<file path="config.mk">
export PLATFORM = sky130hd
export DESIGN_NAME = fsk_demod_rx
export DESIGN_NICKNAME = d
export VERILOG_FILES = /design/src/rtl/fsk_rx_pkg.sv /design/src/rtl/fsk_edge_counter.sv /design/src/rtl/fsk_demod_rx.sv
export SDC_FILE = /design/constraint.sdc
export NUM_CORES = 1
export LEC_CHECK = 0
export CAP_MARGIN = 20
export CORE_MARGIN = 10
export CORE_UTILIZATION = 54
export CTS_BUF_LIST = sky130_fd_sc_hd__clkbuf_8
export CTS_CLUSTER_DIAMETER = 50
export DETAILED_ROUTE_END_ITERATION = 7
export PLACE_DENSITY_LB_ADDON = 0.25
export SKIP_LAST_GASP = 1
export SLEW_MARGIN = 10
export SYNTH_ARGS = -nofsm -noshare
export SYNTH_HDL_FRONTEND = slang
export SYNTH_HIERARCHICAL = 1
export SYNTH_SLANG_ARGS = --single-unit
export TNS_END_PERCENT = 5
</file>
<file path="constraint.sdc">
create_clock -name clk -period 2.5 [get_ports clk]
set_input_delay 0.5 -clock clk [delete_from_list [all_inputs] [get_ports clk]]
set_output_delay 0.5 -clock clk [all_outputs]
set_load 0.01 [all_outputs]
</file>
<file path="src/rtl/fsk_rx_pkg.sv">
// Shared definitions for the FSK receiver: framer states, widths and the default sync pattern.
package fsk_rx_pkg;

  localparam int PAYLOAD_W = 16;
  localparam int SYNC_W    = 8;
  localparam logic [SYNC_W-1:0] SYNC_WORD_DEF = 8'hD5;

  typedef enum logic [1:0] {
    HUNT    = 2'd0,
    RECEIVE = 2'd1,
    DONE    = 2'd2
  } framer_state_t;

endpackage

</file>
<file path="src/rtl/fsk_edge_counter.sv">
// Synchronises the FSK tone, counts rising edges per symbol window and classifies each window.
module fsk_edge_counter #(
  parameter int SYMBOL_CYCLES = 12000,
  parameter int EDGE_THRESH   = 1250,
  parameter int MIN_EDGES     = 500
) (
  input  logic clk,
  input  logic reset,
  input  logic rf_in,
  output logic sym_bit,
  output logic sym_valid,
  output logic carrier,
  output logic win_end
);

  localparam int WW = $clog2(SYMBOL_CYCLES);
  localparam int EW = $clog2(SYMBOL_CYCLES + 1);
  localparam logic [WW-1:0] W_LAST = WW'(SYMBOL_CYCLES - 1);
  localparam logic [EW-1:0] THRESH = EW'(EDGE_THRESH);
  localparam logic [EW-1:0] MIN_N  = EW'(MIN_EDGES);

  logic [2:0]    sync_q;
  logic [WW-1:0] win_cnt;
  logic [EW-1:0] edge_cnt;
  logic          rise;

  // sync_q[1:0] is the two-flop synchroniser, sync_q[2] is history for edge detection
  assign rise = sync_q[1] & ~sync_q[2];

  always_ff @(posedge clk) begin
    if (reset) begin
      sync_q    <= '0;
      win_cnt   <= '0;
      edge_cnt  <= '0;
      sym_bit   <= 1'b0;
      sym_valid <= 1'b0;
      carrier   <= 1'b0;
      win_end   <= 1'b0;
    end else begin
      sync_q    <= {sync_q[1:0], rf_in};
      sym_valid <= 1'b0;
      win_end   <= 1'b0;
      if (win_cnt == W_LAST) begin
        win_cnt   <= '0;
        // an edge landing on the wrap cycle belongs to the new window
        edge_cnt  <= rise ? EW'(1) : '0;
        sym_bit   <= (edge_cnt >= THRESH);
        carrier   <= (edge_cnt >= MIN_N);
        sym_valid <= (edge_cnt >= MIN_N);
        win_end   <= 1'b1;
      end else begin
        win_cnt <= win_cnt + WW'(1);
        if (rise && (edge_cnt != '1))
          edge_cnt <= edge_cnt + EW'(1);
      end
    end
  end

endmodule

</file>
<file path="src/rtl/fsk_demod_rx.sv">
// FSK receiver top: edge-count demodulator plus sync-word framer for 16-bit payloads.
// Defining FSK_RX_ERRCNT_EN adds err_cnt, a saturating count of aborted frames.
module fsk_demod_rx
  import fsk_rx_pkg::*;
#(
  parameter int SYMBOL_CYCLES = 12000,
  parameter int EDGE_THRESH   = 1250,
  parameter int MIN_EDGES     = 500,
  parameter logic [SYNC_W-1:0] SYNC_WORD = SYNC_WORD_DEF
) (
  input  logic                 clk,
  input  logic                 reset,
  input  logic                 rf_in,
  output logic                 sym_bit,
  output logic                 sym_valid,
  output logic                 carrier,
  output logic                 locked,
  output logic [PAYLOAD_W-1:0] data,
  output logic                 data_valid,
  output logic                 frame_err
`ifdef FSK_RX_ERRCNT_EN
  ,
  output logic [7:0]           err_cnt
`endif
);

  // state   | meaning
  // HUNT    | shifting symbols, looking for SYNC_WORD
  // RECEIVE | collecting PAYLOAD_W payload symbols
  // DONE    | one cycle: publish payload, back to HUNT

  localparam int BW = $clog2(PAYLOAD_W);
  localparam logic [BW-1:0] LAST_BIT = BW'(PAYLOAD_W - 1);

  framer_state_t        state;
  logic                 win_end;
  logic [SYNC_W-1:0]    sync_reg;
  logic [SYNC_W-1:0]    sync_shift;
  logic [PAYLOAD_W-1:0] payload;
  logic [BW-1:0]        bit_cnt;

  fsk_edge_counter #(
    .SYMBOL_CYCLES(SYMBOL_CYCLES),
    .EDGE_THRESH  (EDGE_THRESH),
    .MIN_EDGES    (MIN_EDGES)
  ) u_edge (
    .clk      (clk),
    .reset    (reset),
    .rf_in    (rf_in),
    .sym_bit  (sym_bit),
    .sym_valid(sym_valid),
    .carrier  (carrier),
    .win_end  (win_end)
  );

  assign sync_shift = {sync_reg[SYNC_W-2:0], sym_bit};

  always_ff @(posedge clk) begin
    if (reset) begin
      state      <= HUNT;
      sync_reg   <= '0;
      payload    <= '0;
      bit_cnt    <= '0;
      locked     <= 1'b0;
      data       <= '0;
      data_valid <= 1'b0;
      frame_err  <= 1'b0;
`ifdef FSK_RX_ERRCNT_EN
      err_cnt    <= '0;
`endif
    end else begin
      data_valid <= 1'b0;
      frame_err  <= 1'b0;
      case (state)
        HUNT: begin
          if (win_end && !carrier) begin
            sync_reg <= '0;
          end else if (sym_valid) begin
            sync_reg <= sync_shift;
            if (sync_shift == SYNC_WORD) begin
              state   <= RECEIVE;
              bit_cnt <= '0;
              locked  <= 1'b1;
            end
          end
        end
        RECEIVE: begin
          if (win_end && !carrier) begin
            state     <= HUNT;
            locked    <= 1'b0;
            sync_reg  <= '0;
            payload   <= '0;
            frame_err <= 1'b1;
`ifdef FSK_RX_ERRCNT_EN
            if (err_cnt != 8'hFF)
              err_cnt <= err_cnt + 8'd1;
`endif
          end else if (sym_valid) begin
            payload <= {payload[PAYLOAD_W-2:0], sym_bit};
            bit_cnt <= bit_cnt + BW'(1);
            if (bit_cnt == LAST_BIT) begin
              state  <= DONE;
              locked <= 1'b0;
            end
          end
        end
        DONE: begin
          data       <= payload;
          data_valid <= 1'b1;
          sync_reg   <= '0;
          state      <= HUNT;
        end
        default: begin
          state  <= HUNT;
          locked <= 1'b0;
        end
      endcase
    end
  end

endmodule

</file>
==> flow_metrics.py <==
metrics = {
    "logic_synthesis": {
        "synth.distinct_cells": 55,
        "yosysSeqAreaShare_pct": 46.8,
        "netlist_area_sq_mm": 0.00355,
        "synth_nets": 390,
        "ys_seq_elements": 83,
        "yosysWarnings": 6,
        "synthCells": 379,
        "syn_area_per_cell_sq_um": 9.37,
    },
    "critical_path": {
        "critPathLaunch": "u_edge/edge_cnt[1]$_SDFFE_PP0P_",
        "startpoint_type": "flip-flop",
        "slowest_stage": "nor4_4",
        "cp_max_fo": 12,
        "cp.arrival_ps": 2150,
        "path_cells": "ha_1 > nand4_1 > nor4_4 > buf_4 > or4_1 > a21oi_1",
        "r2r_start": "u_edge/edge_cnt[1]$_SDFFE_PP0P_",
        "path_buf_inv": 1,
        "critical_path_class": "flip-flop to flip-flop",
        "critPathTopFamily": "simple AND/OR/NAND/NOR gates",
        "end_kind": "flip-flop",
        "max_stage_delay_ps": 500,
        "required_ps": 2730,
    },
    "global_routing": {
        "grt-ovfl-total": 0,
        "grt_max_degree": 50,
        "grtUsageTotal_pct": 13.8,
        "grt_pass1_wl_mm": 11.9,
        "grt_pass1_vias": 2572,
        "antenna_found_initial": 0,
    },
    "place": {
        "dp_hpwl_mm": 4.69,
        "finalWeightedCongestion": 0.838,
        "place_inst": 465,
        "port-buffer-count": 24,
    },
    "routing": {
        "drc": 0,
        "dr_total_vias": 2797,
        "firstDrtPassIters": 5,
        "wl_per_cell_microns": 14.4,
        "routed_wl_mm": 6.90,
        "drtAntennaViolNets": 0,
        "drtIter0Drc": 108,
        "viasPerCell": 5.81,
    },
    "floorplanning": {
        "fp.dieW_microns": 101,
        "num_io_pins": 25,
        "die_area_sq_mm": 0.0102,
        "die_y_microns": 101,
        "rows": 29,
        "initial_core_util_pct": 55.6,
        "core-area_sq_mm": 0.00639,
    },
    "cts": {
        "clock_sinks": 83,
        "path_clk_slew_ps": 80,
        "cts-resized-gates": 0,
        "post_cts_buffers": 0,
        "clk_latency_ps": 350,
        "hold_buffers": 0,
        "numCtsBuffers": 9,
        "cts_tree": "yes",
        "htree_levels": 3,
        "cts_buffer_depth": 2,
        "root_buffer": "clkbuf_8",
    },
    "layout": {
        "syn_to_final_growth_pct": 13.5,
        "diodes": 0,
        "layout.nets": 410,
        "postLayoutCoreUtil_pct": 63.1,
        "drive_gt1_share_pct": 8.42,
        "fin_cells": 481,
        "largestRegisters": "data: 16 flops, payload: 16 flops",
    },
    "power": {
        "ir_drop_uv": 459,
        "power_density_mw_per_mm2": 580,
        "power.leakage_nw": 1.38,
    },
    "min_path": {
        "hp-start": "u_edge/sync_q[0]$_SDFF_PP0_",
        "hold_class": "flip-flop to flip-flop",
    },
    "timing": {
        "fmax_mhz": 521,
        "period_minus_slack_ps": 1920,
        "fin_skew_ps": 8.62,
        "finalHoldViolCount": 0,
        "min_period_over_period_pct": 76.7,
        "maxSlewViolCount": 0,
        "rsz0062_at_grt": "no",
        "tightest_slew_ps": 1080,
        "setup_tns_ps": 0,
        "slew_headroom_pct": 27.7,
        "setup_viol": 0,
    },
    "status": {
        "status": "finished, final reports clean",
    },
    "flow_run": {
        "maxCapViolations": 0,
    },
}
==> cells in the mapped netlist (all sizes together) <==
cell type	instances	area, sq um
o21bai	1	7.51
nand3b	2	15.0
o31a	1	8.76
nor3	8	40.0
nor2b	5	31.3
nand3	10	67.6
nor4	4	46.3
and3	7	45.1
and2b	1	8.76
nor4b	1	8.76
a32o	1	10.0
o211ai	1	7.51
or3	7	45.1
nand4	8	50.1
o311a	1	11.3
a311oi	2	17.5
dfxtp	83	1660
and4	3	26.3
xor2	8	70.1
ha	8	100
o31ai	10	75.1
xnor2	2	17.5
and4b	1	10.0
a31oi	4	25.0
o211a	2	20.0
a22oi	16	120
a211o	1	10.0
clkbuf	8	30.0
inv	9	33.8
and2	4	25.0
nand2b	5	33.8
mux2i	16	160
mux2	1	11.3
buf	11	65.1
a21oi	25	125
nor2	50	188
nand4b	10	93.8
o21a	1	7.51
a211oi	2	15.0
or4	10	76.3
nand2	12	45.0
o21ai	17	85.1
==> where the power goes <==
part	internal (mW)	total, mW	switching [mW]
sequential	1.33	1.33	0.00586
combinational	0.0149	0.0440	0.0291
clock	0.468	0.962	0.494
==> cell type report <==
class,count,area [sq um]
inverter,9,33.8
tap,77,96.3
clock inverter,7,76.3
fill,551,2360
multi-input combinational,268,1760
timing repair buffer,28,278
sequential,83,1660
clock buffer,9,124
==> layer usage <==
metal / part of all wire (%) / GRT usage, % / wire length [microns] / vias up
met1: 48 / 17.3 / 3340 / 1316
met3: 4.1 / 3.91 / 286 / 6
met2: 46 / 21.6 / 3200 / 44
met4: 1.2 / 6.00 / 86 / 0
li1: - / - / - / 1431
met5: 0 / 0 / 0 / -
==> worst paths after layout <==
path	slack, ps	depth (start not counted)	to
worst min-delay path	450	1	u_edge/sync_q[1]$_SDFF_PP0_
worst max-delay path	580	6	u_edge/edge_cnt[10]$_SDFFE_PP0P_
worst max register to register	580	6	u_edge/edge_cnt[10]$_SDFFE_PP0P_
worst min register to register	450	1	u_edge/sync_q[1]$_SDFF_PP0_
==> cells by family (layout without fill, tap and decap cells) <==
kind of cell               Yosys count  after routing  share of synthesized area, %
adders and majority gates            8              8                          2.82
muxes                               17             17                          4.83
DFF                                 83             83                          46.8
AOI/OAI and AO/OA                   85             85                          15.4
buffers and inverters               28             53                          3.63
xor gates and xnor gates            10             10                          2.47
and+or+nand+nor                    148            148                          24.1
==> cells in the final DEF (no fill, tap or decap), types with 10 or more instances in the layout <==
cell type / Yosys / layout
a21oi_1: 25 / 25
a22oi_1: 16 / 16
clkdlybuf4s50_1: 0 / 23
dfxtp_1: 83 / 83
mux2i_1: 16 / 16
nand2_1: 12 / 12
nor2_1: 50 / 50
o21ai_0: 15 / 15
o31ai_1: 10 / 10
==> worst reg2reg max path: cells and delay by family, from the launching register on <==
kind | cells | cell delay, ps
and+or+nand+nor | 3 | 820
DFF | 1 | 410
buffers and inverters | 1 | 270
adders and majority gates | 1 | 250
AOI/OAI and AO/OA | 1 | 50
==> per-stage QoR <==
stage          hold slack (ps)  setup slack (ps)  power (mW)  area (sq um)
2_1_floorplan              413               767        1.39          3550
3_3_place_gp               423               659        1.41          3830
3_5_place_dp               424               572        1.41          3830
4_1_cts                    448               581        2.37          4030
5_1_grt                    463               404        2.43          4030
6_report                   446               582        2.34          4030
Power figures use the tool's default switching activity.
